--- config.mk ---
export PLATFORM = sky130hd
export DESIGN_NAME = prog_loader
export DESIGN_NICKNAME = d
export VERILOG_FILES = /design/src/rtl/loader_pkg.sv /design/src/rtl/ld_timeout.sv /design/src/rtl/prog_loader.sv
export SDC_FILE = /design/constraint.sdc
export NUM_CORES = 1
export LEC_CHECK = 0
export CORE_UTILIZATION = 45
export DETAILED_ROUTE_END_ITERATION = 7
export GPL_TIMING_DRIVEN = 0
export PLACE_DENSITY = 0.7
export SKIP_CTS_REPAIR_TIMING = 1
export SLEW_MARGIN = 10
export SYNTH_ARGS = -nofsm -noshare
export SYNTH_HDL_FRONTEND = slang
export SYNTH_SLANG_ARGS = --single-unit
--- constraint.sdc ---
create_clock -name clk -period 7 [get_ports clk]
set_input_delay 2.1 -clock clk [delete_from_list [all_inputs] [get_ports clk]]
set_output_delay 2.1 -clock clk [all_outputs]
set_load 0.01 [all_outputs]
--- src/rtl/loader_pkg.sv ---
// Shared constants and state encoding for the program loader.
package loader_pkg;

   localparam logic [7:0] MAGIC = 8'hA5;

   typedef enum logic [2:0] {
      ST_IDLE = 3'd0,
      ST_LEN0 = 3'd1,
      ST_LEN1 = 3'd2,
      ST_DATA = 3'd3,
      ST_CSUM = 3'd4,
      ST_DONE = 3'd5,
      ST_ERR  = 3'd6
   } state_e;

endpackage

--- src/rtl/ld_timeout.sv ---
// Inter-byte idle counter; flags once TIMEOUT enabled cycles pass without a clear.
module ld_timeout #(
   parameter int unsigned TIMEOUT = 100000
) (
   input  logic clk,
   input  logic rst_n,
   input  logic clear,
   input  logic enable,
   output logic expired
);

   logic [31:0] cnt_q, cnt_d;
   logic        expired_q, expired_d;

   always_comb begin
      cnt_d     = '0;
      expired_d = 1'b0;
      if (enable && !clear) begin
         cnt_d     = cnt_q + 32'd1;
         expired_d = (cnt_d >= 32'(TIMEOUT));
      end
   end

   always_ff @(posedge clk or negedge rst_n) begin
      if (!rst_n) begin
         cnt_q     <= '0;
         expired_q <= 1'b0;
      end else begin
         cnt_q     <= cnt_d;
         expired_q <= expired_d;
      end
   end

   assign expired = expired_q;

endmodule

--- src/rtl/prog_loader.sv ---
// Byte-stream program loader: parses magic/length/words/checksum frames into
// instruction-memory writes and holds the core in reset until a good load.
module prog_loader
   import loader_pkg::*;
#(
   parameter int unsigned DEPTH   = 16,
   parameter int unsigned TIMEOUT = 100000
) (
   input  logic        clk,
   input  logic        rst_n,
   input  logic        rx_valid,
   input  logic [7:0]  rx_byte,
   output logic        write,
   output logic [31:0] addr_in,
   output logic [31:0] data,
   output logic        cpu_hold,
   output logic        done,
   output logic        error
);

   state_e      state_q, state_d;
   logic [15:0] len_q, len_d;
   logic [15:0] idx_q, idx_d;
   logic [1:0]  bcnt_q, bcnt_d;
   logic [31:0] word_q, word_d;
   logic [7:0]  csum_q, csum_d;
   logic        write_q, write_d;
   logic [31:0] addr_q, addr_d;
   logic [31:0] data_q, data_d;
   logic        hold_q, hold_d;
   logic        done_q, done_d;
   logic        error_q, error_d;
   logic [15:0] len_full;
   logic        in_frame;
   logic        expired;

   assign in_frame = (state_q == ST_LEN0) || (state_q == ST_LEN1) ||
                     (state_q == ST_DATA) || (state_q == ST_CSUM);

   ld_timeout #(.TIMEOUT(TIMEOUT)) u_timeout (
      .clk     (clk),
      .rst_n   (rst_n),
      .clear   (rx_valid),
      .enable  (in_frame),
      .expired (expired)
   );

   // Next-state and registered-output logic; timeout takes priority over a byte.
   always_comb begin
      state_d  = state_q;
      len_d    = len_q;
      idx_d    = idx_q;
      bcnt_d   = bcnt_q;
      word_d   = word_q;
      csum_d   = csum_q;
      write_d  = 1'b0;
      addr_d   = addr_q;
      data_d   = data_q;
      hold_d   = hold_q;
      done_d   = done_q;
      error_d  = error_q;
      len_full = {rx_byte, len_q[7:0]};

      if (expired && in_frame) begin
         state_d = ST_ERR;
         error_d = 1'b1;
         hold_d  = 1'b1;
      end else if (rx_valid) begin
         case (state_q)
            ST_IDLE, ST_DONE, ST_ERR: begin
               if (rx_byte == MAGIC) begin
                  state_d = ST_LEN0;
                  done_d  = 1'b0;
                  error_d = 1'b0;
                  hold_d  = 1'b1;
                  idx_d   = '0;
                  bcnt_d  = '0;
                  csum_d  = '0;
               end
            end
            ST_LEN0: begin
               len_d   = {8'h00, rx_byte};
               state_d = ST_LEN1;
            end
            ST_LEN1: begin
               len_d = len_full;
               if (len_full == 16'd0) begin
                  state_d = ST_CSUM;
               end else if (len_full > 16'(DEPTH)) begin
                  state_d = ST_ERR;
                  error_d = 1'b1;
                  hold_d  = 1'b1;
               end else begin
                  state_d = ST_DATA;
               end
            end
            ST_DATA: begin
               word_d[8*bcnt_q +: 8] = rx_byte;
               csum_d = csum_q ^ rx_byte;
               bcnt_d = bcnt_q + 2'd1;
               if (bcnt_q == 2'd3) begin
                  write_d = 1'b1;
                  addr_d  = 32'(idx_q);
                  data_d  = {rx_byte, word_q[23:0]};
                  idx_d   = idx_q + 16'd1;
                  if (idx_q == len_q - 16'd1) begin
                     state_d = ST_CSUM;
                  end
               end
            end
            ST_CSUM: begin
               if (rx_byte == csum_q) begin
                  state_d = ST_DONE;
                  done_d  = 1'b1;
                  hold_d  = 1'b0;
               end else begin
                  state_d = ST_ERR;
                  error_d = 1'b1;
                  hold_d  = 1'b1;
               end
            end
            default: state_d = ST_IDLE;
         endcase
      end
   end

   always_ff @(posedge clk or negedge rst_n) begin
      if (!rst_n) begin
         state_q <= ST_IDLE;
         len_q   <= '0;
         idx_q   <= '0;
         bcnt_q  <= '0;
         word_q  <= '0;
         csum_q  <= '0;
         write_q <= 1'b0;
         addr_q  <= '0;
         data_q  <= '0;
         hold_q  <= 1'b1;
         done_q  <= 1'b0;
         error_q <= 1'b0;
      end else begin
         state_q <= state_d;
         len_q   <= len_d;
         idx_q   <= idx_d;
         bcnt_q  <= bcnt_d;
         word_q  <= word_d;
         csum_q  <= csum_d;
         write_q <= write_d;
         addr_q  <= addr_d;
         data_q  <= data_d;
         hold_q  <= hold_d;
         done_q  <= done_d;
         error_q <= error_d;
      end
   end

   assign write    = write_q;
   assign addr_in  = addr_q;
   assign data     = data_q;
   assign cpu_hold = hold_q;
   assign done     = done_q;
   assign error    = error_q;

endmodule

==> results of run 1 <==
==> stage by stage <==
| step | setup WS, ns | power (mW) | instances |
|---|---|---|---|
| 6_report | 2.65 | 3.15 | 1127 |
| 2_1_floorplan | 3.00 | 1.89 | 811 |
| 4_1_cts | 2.74 | 3.17 | 1127 |
| 3_5_place_dp | 2.30 | 2.24 | 1095 |
| 3_3_place_gp | -2.44 | 2.21 | 1094 |
| 5_1_grt | 2.44 | 3.35 | 1127 |
==> Yosys cell counts, types with 2 or more instances <==
| cell type | n |
|---|---|
| o31ai_1 | 3 |
| o21ai_0 | 55 |
| inv_1 | 16 |
| nand4b_1 | 2 |
| buf_2 | 10 |
| nand2b_1 | 3 |
| a211o_1 | 2 |
| nor4_1 | 14 |
| a2111oi_0 | 2 |
| nor3_1 | 18 |
| and3_1 | 13 |
| and4_1 | 7 |
| and2_1 | 3 |
| nand4_1 | 15 |
| mux2_2 | 52 |
| ha_1 | 10 |
| dfrtp_1 | 153 |
| nand3b_1 | 4 |
| nand3_2 | 2 |
| nand2_1 | 103 |
| o32a_1 | 2 |
| xnor2_1 | 41 |
| a41o_1 | 2 |
| a21oi_1 | 18 |
| buf_4 | 16 |
| or4_1 | 3 |
| a31oi_1 | 8 |
| a22o_1 | 9 |
| nor3b_1 | 4 |
| clkbuf_1 | 30 |
| nand3_1 | 20 |
| mux2i_1 | 2 |
| or3_1 | 17 |
| nor2_1 | 68 |
| xor2_1 | 31 |
| nor3_4 | 2 |
| a211oi_1 | 3 |
| o2111ai_1 | 2 |
| or2_2 | 2 |
==> worst paths after layout <==
path	from	end	slack [ns]	cells after the start
setup / recovery	rx_byte[4]	idx_q[9]$_DFFE_PN0P_	2.65	6
hold / removal	word_q[12]$_DFFE_PN0P_	word_q[12]$_DFFE_PN0P_	0.48	2
setup reg to reg	state_q[1]$_DFFE_PN0P_	data[18]$_DFFE_PN0P_	3.98	8
hold reg to reg	word_q[12]$_DFFE_PN0P_	word_q[12]$_DFFE_PN0P_	0.48	2
max in group asynchronous	rst_n	word_q[21]$_DFFE_PN0P_	4.59	2
min in group asynchronous	rst_n	addr_in[14]$_DFFE_PN0P_	1.59	1
==> final cells by class <==
cell class	instances	share of cell area [%]
Sequential cell	154	40.7
Multi-Input combinational cell	584	39.9
Timing Repair Buffer	59	6.48
Clock buffer	17	4.49
Buffer	57	3.03
Tap cell	225	2.97
Clock inverter	15	1.76
Inverter	16	0.635
==> power by group through the flow <==
stage               Combinational, mW  Clock [mW]  Sequential [mW]
finish                          0.960       0.917             1.27
global route                     1.08       0.974             1.30
CTS                             0.962       0.934             1.27
detailed placement              0.957           0             1.28
global placement                0.934           0             1.28
floorplan                       0.616           0             1.28
==> logic make-up (layout without fill, tap and decap cells) <==
| family | after synthesis | in the layout | synth area share [%] |
|---|---|---|---|
| AND/OR/NAND/NOR | 312 | 312 | 20.2 |
| flip-flops | 154 | 154 | 48.7 |
| AO/OA/AOI/OAI | 119 | 119 | 9.41 |
| buffers and inverters | 73 | 164 | 4.38 |
| XOR/XNOR | 72 | 72 | 7.96 |
| multiplexers | 55 | 55 | 7.79 |
| adder cells (fa/ha/maj) | 10 | 10 | 1.58 |
| other | 1 | 16 | 0.0473 |
==> layer usage <==
metal	global-route usage (%)	vias to the layer above	routed length, um
met4	5.56	0	191
met3	4.20	18	533
met5	0	-	0
met2	33.0	102	8410
li1	-	2947	-
met1	27.0	2985	8170
==> registers in the layout (all words and copies together) (netlist names), 2 cells and up <==
| name | cells |
|---|---|
| bcnt_q | 2 |
| word_q | 24 |
| u_timeout.cnt_q | 32 |
| state_q | 3 |
| csum_q | 8 |
| idx_q | 16 |
| addr_in | 16 |
| data | 32 |
| len_q | 16 |
==> placed cells by master (no fill, tap or decap), types with 3 or more instances in the layout <==
master           instances
dfrtp_1                153
and4_1                   7
a22o_1                   9
clkbuf_1                30
xnor2_1                 41
xor2_1                  31
nor2_1                  68
nand3_1                 20
o21ai_0                 55
or3_1                   17
inv_1                   16
o31ai_1                  3
buf_2                   10
clkdlybuf4s50_1         57
inv_6                    4
clkinv_4                 4
or4_1                    3
nor4_1                  14
a211oi_1                 3
clkbuf_16               17
nand4_1                 15
ha_1                    10
nand2b_1                 3
and2_1                   3
nand3b_1                 4
a31oi_1                  8
buf_4                   16
nor3_1                  18
mux2_2                  52
conb_1                  16
nor3b_1                  4
nand2_1                103
a21oi_1                 18
and3_1                  13
==> worst register-to-register path, cell delays in order (launching register included) <==
cell,delay (ns)
dfrtp_1,0.40
buf_2,0.23
nor4bb_1,0.54
and2_0,0.34
nand2_1,0.25
inv_1,0.16
buf_2,0.30
buf_2,0.33
mux2_2,0.37
==> results.yml, run 1 <==
route:
  drc: 0
  wl_per_cell_um: 15.4
  num_vias: 6052
  drt_iter0_markers: 310
  via_per_inst: 5.37
  wirelength_um: 17300
  dr.pass1.iters: 4
  postRouteAntennaNets: 0
die:
  ioPinCount: 79
  die_w_um: 135
  die_h_um: 135
  rows: 48
  die_area_mm2: 0.0181
  initial_core_util_pct: 46.0
  coreArea_mm2: 0.0172
placement:
  globalplace.congestion: 0.846
  portBuffers: 58
  placed_area_mm2: 0.00887
  hpwl_um: 11900
synth:
  ys_types: 68
  yosysWarnings: 0
  netlist_area_mm2: 0.00792
  synthTopCellsByArea: "dfrtp_1 (48%), mux2_2 (7.4%), nand2_1 (4.9%)"
  syn_area_per_cell_um2: 9.95
  netlist.area_leader.share_pct: 48.3
  synthArstFlopShare_pct: 100
  synth-edff-count: 0
  synth_flop_cell: "dfrtp_1"
  syn_inst: 796
  ys_seq_area_share_pct: 48.7
  ys_ff_latch: 154
  yosys.area.top_type: "dfrtp_1"
power:
  pwr-share-comb_pct: 30.5
  seqPwrFrac_pct: 40.3
  p_per_area_mw_per_mm2: 332
  ir_worst_vdd_uv: 237
  swShare_pct: 34.1
  p_leak_nw: 4.11
  p_switching_mw: 1.07
  internal-power_mw: 2.07
  power.share.clock_pct: 29.1
clock_network:
  clock_latency_ns: 0.42
  tritoncts: "done"
  clk_pin_slew_ns: 0.06
  cts.sinks: 154
  h-tree-depth: 4
  numCtsBuffers: 17
  cts_buffer_depth: 2
  cts-root-buf: "clkbuf_16"
critical_path:
  crit_chain: "clkbuf_1 > nor4_1 > nand2_1 > nor3_1 > clkbuf_1 > nor2_1"
  path_max_fanout: 10
  cp-end-kind: "register"
  critPathBufInv: 2
  worstSetupPathType: "input pin to register"
  max_stage_delay_ns: 0.95
  cpMostUsedCell: "clkbuf_1"
  cpLargestDelayFamily: "simple AND/OR/NAND/NOR gates"
  startpoint_type: "input pin"
  crit_path_top_delay_cell: "nor3_1"
  crit_required_ns: 7.29
  critPathArrivalTime_ns: 4.64
timing:
  max_freq_mhz: 230
  worst_clock_skew_ns: 0.00506
  worstMarginPinSlew_ns: 1.16
  slew_viol_final: 0
  min_period_over_period_pct: 62.2
  period_minus_slack_ns: 4.35
  slew_headroom_pct: 22.5
  whs_ns: 0.481
  setup_violations: 0
  final_hold_viol_count: 0
  rsz0062_at_grt: "false"
  finalSetupTns_ns: 0
global_routing:
  grt_pass1_vias: 5698
  antenna_found_initial: 0
  overflow: 0
  grt_usage_pct: 20.2
  grt_max_degree: 99
  grt_pass1_wl_um: 28700
worst_hold_path:
  min_path_type: "register to register"
run:
  cap_violations: 0
cells_and_area:
  nNetsFinal: 910
  nFillCells: 1535
  multi_input_area_mm2: 0.00378
  fin_util_pct: 54.9
  final_cell_area_mm2: 0.00946
  seq_area_mm2: 0.00385
  syn_to_final_growth_pct: 19.5
  diodes: 0
  drive_gt1_share_pct: 14.1
outcome:
  status: "finished, final reports clean"
No activity file was read; power rests on OpenSTA's default activity.
==> inputs of run 2 (changes only) <==
--- a/config.mk
+++ b/config.mk
@@ -8,7 +8,7 @@
 export CORE_UTILIZATION = 45
 export DETAILED_ROUTE_END_ITERATION = 7
 export GPL_TIMING_DRIVEN = 0
-export PLACE_DENSITY = 0.7
+export PLACE_DENSITY = 0.73
 export SKIP_CTS_REPAIR_TIMING = 1
 export SLEW_MARGIN = 10
 export SYNTH_ARGS = -nofsm -noshare
==> constraint.sdc (replaced) <==
create_clock -name clk -period 3.62 [get_ports clk]
set_input_delay 1.086 -clock clk [delete_from_list [all_inputs] [get_ports clk]]
set_output_delay 1.086 -clock clk [all_outputs]
set_load 0.01 [all_outputs]
==> results.yml, run 2 (synthesis results as in run 1) <==
timing:
  worstMarginPinSlew_ns: 1.10
  finalSetupTns_ns: 0
  whs_ns: 0.479
  slew_headroom_pct: 26.1
  min_period_over_period_pct: 88.6
  rsz0062_at_grt: "false"
  setup_violations: 0
  final_hold_viol_count: 0
  slew_viol_final: 0
  worst_clock_skew_ns: 0.0123
  period_minus_slack_ns: 3.21
  max_freq_mhz: 312
clock_network:
  cts.sinks: 154
  cts_buffer_depth: 2
  cts-root-buf: "clkbuf_16"
  clock_latency_ns: 0.43
  clk_pin_slew_ns: 0.07
  tritoncts: "done"
  h-tree-depth: 4
  numCtsBuffers: 17
cells_and_area:
  instances_no_fill: 1127
  mostFrequentLayoutCells: "dfrtp_1 (153), nand2_1 (103), nor2_1 (68)"
  fin_util_pct: 54.8
  final_common_cell: "dfrtp_1"
  diodes: 0
  syn_to_final_growth_pct: 19.3
  drive_gt1_share_pct: 14.1
  nNetsFinal: 910
power:
  swShare_pct: 34.6
  pwr-share-comb_pct: 30.6
  seqPwrFrac_pct: 40.7
  ir_worst_vdd_uv: 429
  p_switching_mw: 2.09
  p_per_area_mw_per_mm2: 639
  p_leak_nw: 4.10
  internal-power_mw: 3.95
  power.share.clock_pct: 28.7
critical_path:
  crit_path_end: "error$_DFFE_PN0P_"
  r2r-end: "data[22]$_DFFE_PN0P_"
  path_max_fanout: 10
  startpoint_type: "input pin"
  r2r_cells: 8
  worstSetupPathType: "input pin to register"
  crit_required_ns: 3.91
  critPathArrivalTime_ns: 3.50
  worstReg2RegStart: "state_q[1]$_DFFE_PN0P_"
  cp-end-kind: "register"
  crit_path_start: "rx_byte[5]"
  rrSetupSlack_ns: 0.59
global_routing:
  antenna_found_initial: 0
  grt_pass1_vias: 5707
  grt_usage_pct: 19.9
  grt_max_degree: 95
  grt_pass1_wl_um: 28400
  overflow: 0
die:
  ioPinCount: 79
  initial_core_util_pct: 46.0
  die_w_um: 135
  die_area_mm2: 0.0181
  coreArea_mm2: 0.0172
  rows: 48
  die_h_um: 135
route:
  wl_met2_um: 8590
  routed.top_layer: "met4"
  wirelength_um: 17200
  via_per_inst: 5.38
  dr.pass1.iters: 5
  drc: 0
  wl_per_cell_um: 15.3
  num_vias: 6059
  drt_iter0_markers: 340
  met3_length_um: 713
  postRouteAntennaNets: 0
  met1_length_um: 7750
placement:
  portBuffers: 58
  hpwl_um: 11800
  globalplace.congestion: 0.860
  dp.cells: 1095
worst_hold_path:
  min_path_type: "register to register"
  min_from: "addr_in[14]$_DFFE_PN0P_"
run:
  cap_violations: 0
outcome:
  status: "finished, final reports clean"
[run 2: changes by cell type in the layout (fill, tap and decap cells not counted)]
cell | previous run | this run
clkinv_2 | 2 | 1
inv_8 | 1 | 2
bufinv_16 | 2 | 1
inv_6 | 4 | 7
clkinv_4 | 4 | 2
[run 2: power groups by stage]
stage / combinational [mW] / sequential, mW / clock (mW)
detailed placement: 1.84 / 2.49 / 0
finish: 1.85 / 2.46 / 1.73
CTS: 1.86 / 2.46 / 1.78
global route: 2.06 / 2.51 / 1.86
floorplan: 1.19 / 2.47 / 0
global placement: 1.79 / 2.47 / 0
[run 2: per-stage QoR]
stage | instance area [um2] | setup WS (ns) | total power [mW]
after global routing | 9450 | 0.240 | 6.43
after floorplan | 7980 | 0.631 | 3.66
after global placement | 8840 | -4.76 | 4.27
after CTS | 9450 | 0.368 | 6.09
after detailed placement | 8870 | -0.0961 | 4.33
final | 9450 | 0.413 | 6.04
[run 2: routing by layer]
metal / global-route usage (%) / vias to the layer above
met5: 0 / -
met3: 4.28 / 15
met1: 26.1 / 2966
met2: 33.4 / 124
met4: 5.49 / 0
li1: - / 2954
[run 2: how the worst min path moves through the flow]
stage	endpoint	slack, ns	cells after the start
floorplan	word_q[0]$_DFFE_PN0P_	0.44	2
global placement	word_q[17]$_DFFE_PN0P_	0.46	2
detailed placement	word_q[12]$_DFFE_PN0P_	0.46	2
CTS	word_q[12]$_DFFE_PN0P_	0.48	2
global route	word_q[7]$_DFFE_PN0P_	0.50	2
finish	addr_in[14]$_DFFE_PN0P_	0.48	2
[run 2: final cells by class]
type,count,area [um2]
plain buffers,57,287
clock buffers,17,425
clock inverters,15,151
fillers,1532,7790
inverters,16,60.1
multi-input cells,584,3780
flip-flops and latches,154,3850
well taps,225,282
repair buffers,59,613
[run 2: critical path: stages]
cell             delay, ns
clkdlybuf4s50_1       0.47
clkbuf_1              0.52
xor2_1                0.15
nor4_1                0.48
nand2_1               0.14
nor4_1                0.37
nor4_1                0.10
nor2_1                0.13
nor2_1                0.05
